==> config.mk <==
export PLATFORM = sky130hd
export DESIGN_NAME = rc4_ksa_controller
export DESIGN_NICKNAME = d
export VERILOG_FILES = /design/src/rtl/rc4_ksa_controller.sv
export SDC_FILE = /design/constraint.sdc
export NUM_CORES = 1
export LEC_CHECK = 0
export CELL_PAD_IN_SITES_DETAIL_PLACEMENT = 1
export CELL_PAD_IN_SITES_GLOBAL_PLACEMENT = 1
export CORE_ASPECT_RATIO = 0.5
export CORE_MARGIN = 2
export CORE_UTILIZATION = 42
export DETAILED_ROUTE_END_ITERATION = 12
export PLACE_DENSITY = 0.79
export SYNTH_ARGS = -nofsm -noshare
export SYNTH_HDL_FRONTEND = slang
export SYNTH_SLANG_ARGS = --single-unit
==> constraint.sdc <==
create_clock -name clk -period 3.1 [get_ports clk]
set_clock_uncertainty 0.05 [all_clocks]
set_input_delay 0.62 -clock clk [delete_from_list [all_inputs] [get_ports clk]]
set_output_delay 0.62 -clock clk [all_outputs]
set_load 0.05 [all_outputs]
==> src/rtl/rc4_ksa_controller.sv <==
// RC4 key-scheduling sequencer driving a single-port S memory with one-cycle
// registered reads. Each of the 256 iterations takes six cycles:
// read S[i], accumulate j, read S[j], then write the swapped pair back.
module rc4_ksa_controller #(
    parameter int KEY_LEN = 3
) (
    input  logic                   clk,
    input  logic                   rst_n,
    input  logic                   start,
    input  logic [8*KEY_LEN-1:0]   secret_key,
    output logic                   busy,
    output logic                   done,
    output logic [7:0]             s_addr,
    output logic [7:0]             s_wdata,
    output logic                   s_wren,
    input  logic [7:0]             s_rdata
);

    localparam int KW = (KEY_LEN > 1) ? $clog2(KEY_LEN) : 1;

    typedef enum logic [2:0] {
        IDLE,
        RD_I,
        LAT_I,
        RD_J,
        LAT_J,
        WR_I,
        WR_J,
        DONE
    } state_t;

    state_t               state_reg;
    logic [7:0]           i_reg;
    logic [7:0]           j_reg;
    logic [7:0]           si_reg;
    logic [KW-1:0]        k_reg;
    logic [8*KEY_LEN-1:0] key_reg;

    logic [7:0]           key_bytes [KEY_LEN];
    logic [7:0]           key_byte;
    logic [7:0]           j_next;
    logic                 k_last;

    // Split the latched key into bytes, byte 0 being the most significant.
    generate
        for (genvar gi = 0; gi < KEY_LEN; gi++) begin : g_key_bytes
            assign key_bytes[gi] = key_reg[8*(KEY_LEN-gi)-1 -: 8];
        end
    endgenerate

    // Rolling key index replaces i mod KEY_LEN; the j sum wraps at 8 bits.
    assign key_byte = key_bytes[k_reg];
    assign j_next   = j_reg + s_rdata + key_byte;
    assign k_last   = (k_reg == KW'(KEY_LEN - 1));

    // Sequencer: every memory-facing output is registered and set on entry
    // to the state that uses it. s_wdata captures S[j] straight from the
    // read port in LAT_J, so it serves as the sj holding register.
    always_ff @(posedge clk or negedge rst_n) begin
        if (!rst_n) begin
            state_reg <= IDLE;
            i_reg     <= 8'd0;
            j_reg     <= 8'd0;
            k_reg     <= '0;
            key_reg   <= '0;
            si_reg    <= 8'd0;
            busy      <= 1'b0;
            done      <= 1'b0;
            s_addr    <= 8'd0;
            s_wdata   <= 8'd0;
            s_wren    <= 1'b0;
        end else begin
            case (state_reg)
                IDLE: begin
                    done <= 1'b0;
                    if (start) begin
                        key_reg   <= secret_key;
                        i_reg     <= 8'd0;
                        j_reg     <= 8'd0;
                        k_reg     <= '0;
                        s_addr    <= 8'd0;
                        s_wren    <= 1'b0;
                        busy      <= 1'b1;
                        state_reg <= RD_I;
                    end
                end
                RD_I: begin
                    state_reg <= LAT_I;
                end
                LAT_I: begin
                    si_reg    <= s_rdata;
                    j_reg     <= j_next;
                    s_addr    <= j_next;
                    state_reg <= RD_J;
                end
                RD_J: begin
                    state_reg <= LAT_J;
                end
                LAT_J: begin
                    s_addr    <= i_reg;
                    s_wdata   <= s_rdata;
                    s_wren    <= 1'b1;
                    state_reg <= WR_I;
                end
                WR_I: begin
                    s_addr    <= j_reg;
                    s_wdata   <= si_reg;
                    s_wren    <= 1'b1;
                    state_reg <= WR_J;
                end
                WR_J: begin
                    s_wren <= 1'b0;
                    if (i_reg == 8'd255) begin
                        busy      <= 1'b0;
                        done      <= 1'b1;
                        state_reg <= DONE;
                    end else begin
                        i_reg     <= i_reg + 8'd1;
                        k_reg     <= k_last ? '0 : k_reg + 1'b1;
                        s_addr    <= i_reg + 8'd1;
                        state_reg <= RD_I;
                    end
                end
                DONE: begin
                    done      <= 1'b0;
                    state_reg <= IDLE;
                end
                default: begin
                    state_reg <= IDLE;
                end
            endcase
        end
    end

endmodule
### Word-level counts from Yosys, hierarchy flattened

Index checks and enable logic that the tools add are counted.

| word-level totals | value |
|---|---|
| bits in registers | 72 |
| word-level logic and storage cells | 68 |

| cells by class | value |
|---|---|
| add/subtract/negate cells | 4 |
| $lt $le $gt $ge | 1 |
| eq/ne operators | 12 |
| muxes and demuxes | 23 |
| bitwise gates (word level) | 1 |
| reductions and logical operators | 16 |

Operators by type and width:

| operator | number |
|---|---|
| $pmux W8 S2 | 3 |
| $pmux W8 S5 | 1 |
| $mux W8 | 4 |
| $pmux W3 S8 | 1 |
| $add A8 B8 Y8 | 2 |
| $bmux W8 S2 | 1 |
| $eq A3 B3 Y1 const B | 4 |
| $reduce_and A3 Y1 | 3 |
| $add A8 B1 Y8 const B | 1 |
| $eq A8 B8 Y1 const B | 1 |
| $reduce_and A2 Y1 | 4 |
| $reduce_bool A2 Y1 | 4 |
| $eq A3 B2 Y1 const B | 2 |
| $mux W2 | 3 |
| $mux W3 | 2 |
| $ne A2 B2 Y1 const B | 3 |
| $reduce_bool A5 Y1 | 1 |
| $mux W1 | 4 |
| $pmux W1 S2 | 2 |
| $pmux W2 S2 | 1 |
| $reduce_or A2 Y1 | 2 |
| $eq A3 B1 Y1 const B | 1 |
| $ge A3 B3 Y1 const B | 1 |
| $logic_not A3 Y1 | 1 |
| 5 further kinds | 5 |

### Longest topological paths before layout

| depth | value |
|---|---|
| depth after elaboration | 6 |
| gate-level depth with buffers | 12 |

### Worst setup path after synthesis

OpenSTA, ideal clock, no wires.

| path | value |
|---|---|
| path type | reg-to-reg |
| start point | reg k_reg[0] |
| end point | reg s_addr[7] |
| data arrival time | 2531 ps |
| data required time | 2968 ps |
| slack | 437 ps |
| stages on the path, launching flop included | 12 |
| path through | dfrtp_1 > buf_2 > mux2i_1 > o21ai_0 > fa_1 > ha_1 > fa_1 > nand3_1 > a21o_1 > and3_1 > mux2i_1 > a31oi_1 |

| on the way | value |
|---|---|
| cells in the longest elaborated chain, start to end | 6 |

RTL lines:

| item | RTL line | text |
|---|---|---|
| from (decl) | 36 | `logic [KW-1:0] k_reg;` |
| from (signal assigned) | 119 | `k_reg <= k_last ? '0 : k_reg + 1'b1;` |
| $not A2 Y3 (not written as such) | 52 | `assign key_byte = key_bytes[k_reg];` |
| $bmux W8 S2 | 52 |  |
| $mux W8 (not written as such) (2 in series) | 52 |  |
| $add A8 B8 Y8 | 53 | `assign j_next = j_reg + s_rdata + key_byte;` |
| $pmux W8 S5 | 73 | `case (state_reg)` |
| to (signal assigned) | 93 | `s_addr <= j_next;` |
| to (signal assigned) | 100 | `s_addr <= i_reg;` |
| to (signal assigned) | 106 | `s_addr <= j_reg;` |
| to (decl) | 13 | `output logic [7:0] s_addr,` |

No other way between the ends. The select of a mux whose other input is x is not followed.
A chain may end at the register's enable or synchronous reset.

### Final worst setup path

| path | value |
|---|---|
| start point | reg k_reg[0] |
| end point | reg s_addr[4] |

The elaborated chain is that of the path after synthesis.

==> impl_summary.md <==
Global route
The largest net degree at the start of global routing is 73. The initial antenna violation count is 0. The global-route wire length before repair is 17.9 mm. The via count of the first global-routing pass is 3,407.

The total global routing overflow is 0. For this run, the total global-route usage over all layers was measured as 23.2%.

Synthesis
Yosys attributes the largest share of cell area to sky130_fd_sc_hd__dfrtp_1 47%, sky130_fd_sc_hd__nand2_1 12%, sky130_fd_sc_hd__mux2i_1 6.0%. The share of flip-flops with an asynchronous set or reset after synthesis is 100%. In this run, synthesis produced a sequential element count of 72. Summing the areas of all fa, ha and maj instances in the mapped netlist gives 6.47% of the synthesized area. After synthesis, the largest family of logic cells by area is simple AND/OR/NAND/NOR gates. The most used flip-flop cell after synthesis is sky130_fd_sc_hd__dfrtp_1.

The post-synthesis net count is 472. The dominant cell type by area after synthesis is sky130_fd_sc_hd__dfrtp_1. Summing the areas of all compound-gate instances in the mapped netlist gives 13.4% of the synthesized area. In this run, distinct cell masters in the synthesized netlist total 45. The cell area that synthesis handed to floorplanning was 0.00383 sq mm. Summed over its instances, the top area cell type makes up 47.1% of the synthesized netlist area.

After technology mapping, the gate count stands at 422. The area share of xor/xnor cells in the synthesized design is 2.06%. The fraction of the mapped netlist area in simple logic gates is 21.0%.

The mux contribution to synthesized area is 6.61%. The sequential area share after synthesis is 47.1%. The number of synthesized flops with an enable pin is 0. The mean instance size in the synthesized netlist is 9.07 sq um. The count of yosys warnings during synthesis is 0.

Floorplan
The floorplan has 24 rows. The floorplan step defined a core boundary enclosing 0.00877 sq mm. Measured along the x axis, the die boundary spans 139 microns.

The number of placed I/O pins is 54. The initial cell density of the core is 43.6%. The die extent in y is 71.5 microns. The die covers 0.00994 sq mm.

Setup path
The worst register-to-register path begins at k_reg[0]$_DFFE_PN0P_. The required time at the worst-slack endpoint is 3.27 ns. For the worst setup path, the data arrival time is 3.18 ns.

In this run the worst path has a maximum fanout of 6. In this run the worst setup path terminates at s_addr[4]$_DFFE_PN0P_. For the worst flop-to-flop path, the logic depth is 9. STA classifies the critical path endpoint as a flip-flop.

In this run the register-to-register setup slack is 0.09 ns. The startpoint type of the worst setup path is a flip-flop. The critical path class is reg2reg.

In this run the critical register-to-register path is captured at s_addr[4]$_DFFE_PN0P_. The critical path starts at k_reg[0]$_DFFE_PN0P_.

Pwr
Dividing total power by cell area gives a power density of 1210 mW/mm^2. The total power is 5.79 mW. Summed over all cells, the static leakage comes to 2.20 nW.

The worst-case vdd ir drop is 0.509 mV.

Routing
The final layout contains routed wiring with a total length of 10.8 mm. The routed length on met1 is 5.09 mm. The routed design uses 624 microns of met3 wire.

The top metal layer carrying routed signals is met4. After detailed routing, the met2 layer carries 4.93 mm of wire. Across all layers, the routed design uses 3,250 vias.

The pre-antenna-repair detailed-routing pass consisted of 4 iterations. After detailed routing, the number of vias per cell comes to 5.44. The DRC violation count after routing is 0.

The remaining antenna violation count after routing is 0. The average wire length per cell after detail routing is 18.1 microns. The number of DRC markers in iteration 0 is 143.

Place
The final RePlAce weighted congestion is 0.836. Summed over all nets, the half-perimeter wirelength after detailed placement is 7.55 mm. The number of placed instances, taps included, is 581.

In this run the tool buffered the top-level ports with 53 buffer cells. The minimum setup slack after placement is -0.0123 ns.

Cells and area
The register with the most flip-flops in the layout has 24 of them. The number of non-filler instances in the completed layout is 597. The fraction of layout cells with a size suffix above 1 is 8.54%. In the final design database the tool counted 525 nets. The area growth from synthesis to layout is 25.3%. The library cells used most frequently in the layout, excluding fill and tap cells, are 126 x sky130_fd_sc_hd__nand2_1, 71 x sky130_fd_sc_hd__dfrtp_1, 52 x sky130_fd_sc_hd__clkdlybuf4s50_1, 28 x sky130_fd_sc_hd__a21oi_1, 25 x sky130_fd_sc_hd__o21ai_0. The library cell used most frequently in the layout, excluding fill and tap cells, is sky130_fd_sc_hd__nand2_1.

0 antenna diodes ended up in the layout.

Worst hold path
In this run the worst hold path is classified as reg2reg. The worst hold path startpoint is key_bytes[17]$_DFFE_PN0P_.

Clocking
The total clock sinks is 72. The number of clock buffers inserted by TritonCTS is 9. The number of H-tree branching levels is 3. Clock-pin slew was measured on the worst setup and hold paths at 0.06 ns. The largest buffer count on any clock path is 2. The post-cts gate resize count is 0.

Buffers added to address setup during post-CTS repair amount to 0. At the later pin of the worst-skew pair, clock insertion delay measures 0.34 ns. TritonCTS built the clock tree. After clock tree synthesis, the flow added hold-fix buffers numbering 0. The root buffer cell chosen for the clock tree is sky130_fd_sc_hd__clkbuf_16.

STA
At the pin with the least slew margin, the transition time is 0.939 ns. The final critical-path setup slack is 0.0891 ns. The highest achievable clock rate is 332 MHz. The number of max-slew violations in the final report was 0. The number of hold-slack violations in the final timing report is 0. The normalized max-slew margin is 37.4%.

The post-layout minimum cycle time is 3.01 ns. The worst path uses 97.1% of the clock period. Setup violations remaining at the end of the flow were counted as 0. Across all hold checks on the routed design, the worst slack comes to 0.429 ns. Adding up every negative setup slack in the final design gives 0 ns.

Job
The number of maximum-capacitance constraint violations is 0.

Status
The run finished with clean final reports.
[layer usage]
metal / up-vias / GRT usage [%]
li1: 1546 / -
met1: 1604 / 31.3
met2: 83 / 36.7
met3: 17 / 6.22
met4: 0 / 8.08
met5: - / 0
[Yosys cell counts (2+ instances only)]
cell                       instances
sky130_fd_sc_hd__nand2_1         126
sky130_fd_sc_hd__dfrtp_1          72
sky130_fd_sc_hd__a21oi_1          29
sky130_fd_sc_hd__o21ai_0          29
sky130_fd_sc_hd__mux2i_1          23
sky130_fd_sc_hd__nor2_1           21
sky130_fd_sc_hd__buf_2            13
sky130_fd_sc_hd__clkbuf_1          8
sky130_fd_sc_hd__fa_1              8
sky130_fd_sc_hd__nand3_1           8
sky130_fd_sc_hd__ha_1              7
sky130_fd_sc_hd__a21o_1            6
sky130_fd_sc_hd__nor3_1            6
sky130_fd_sc_hd__xnor2_1           6
sky130_fd_sc_hd__and3_1            5
sky130_fd_sc_hd__nor2b_1           5
sky130_fd_sc_hd__inv_1             4
sky130_fd_sc_hd__a22o_1            3
sky130_fd_sc_hd__a31oi_1           3
sky130_fd_sc_hd__nand2b_1          3
sky130_fd_sc_hd__o31ai_1           3
sky130_fd_sc_hd__xor2_1            3
sky130_fd_sc_hd__a221o_1           2
sky130_fd_sc_hd__a22oi_1           2
sky130_fd_sc_hd__and2_1            2
sky130_fd_sc_hd__buf_4             2
sky130_fd_sc_hd__mux2_2            2
sky130_fd_sc_hd__nand4_1           2
sky130_fd_sc_hd__nor2_2            2
sky130_fd_sc_hd__or4_1             2
[critical path: stages, from the launching register on]
cell	delay (ns)
sky130_fd_sc_hd__dfrtp_2	0.49
sky130_fd_sc_hd__mux2i_1	0.16
sky130_fd_sc_hd__o21ai_0	0.35
sky130_fd_sc_hd__fa_1	0.54
sky130_fd_sc_hd__ha_1	0.33
sky130_fd_sc_hd__a21o_1	0.16
sky130_fd_sc_hd__a21oi_1	0.22
sky130_fd_sc_hd__xor2_1	0.20
sky130_fd_sc_hd__nor2_1	0.10
sky130_fd_sc_hd__a221o_1	0.30
[how the worst min path moves through the flow]
stage	end	slack (ns)	cells after the start
2_1_floorplan	busy$_DFFE_PN0P_	0.27	0
3_3_place_gp	key_bytes[10]$_DFFE_PN0P_	0.41	2
3_5_place_dp	key_bytes[5]$_DFFE_PN0P_	0.42	2
4_1_cts	key_bytes[5]$_DFFE_PN0P_	0.43	2
5_1_grt	key_bytes[5]$_DFFE_PN0P_	0.46	2
6_report	key_bytes[17]$_DFFE_PN0P_	0.43	2
[where the power goes]
part / switching [mW] / internal [mW]
clock network: 0.390 / 0.665
logic: 1.83 / 1.19
registers: 0.379 / 1.33
[final cells by class]
type / instances / area, sq um
Timing Repair Buffer: 65 / 616
Fill cell: 1032 / 3980
Clock inverter: 3 / 40.0
Sequential cell: 72 / 1800
Inverter: 5 / 18.8
Multi-Input combinational cell: 322 / 1910
Clock buffer: 13 / 260
Tap cell: 117 / 146
[through the flow]
step	cell area, sq um	utilization, %
2_1_floorplan	3830	-
3_3_place_gp	4480	51.1
3_5_place_dp	4480	51.1
4_1_cts	4780	54.5
5_1_grt	4790	54.7
6_report	4790	54.7
[cell families (layout without fill, tap and decap cells)]
family          count (synthesis)  in the layout
compound gates                 86             86
xor+xnor                        9              9
fa+ha+maj                      15             15
buf+inv                        28             86
flops                          72             72
mux                            25             25
simple gates                  187            187
Power figures use the tool's default switching activity.
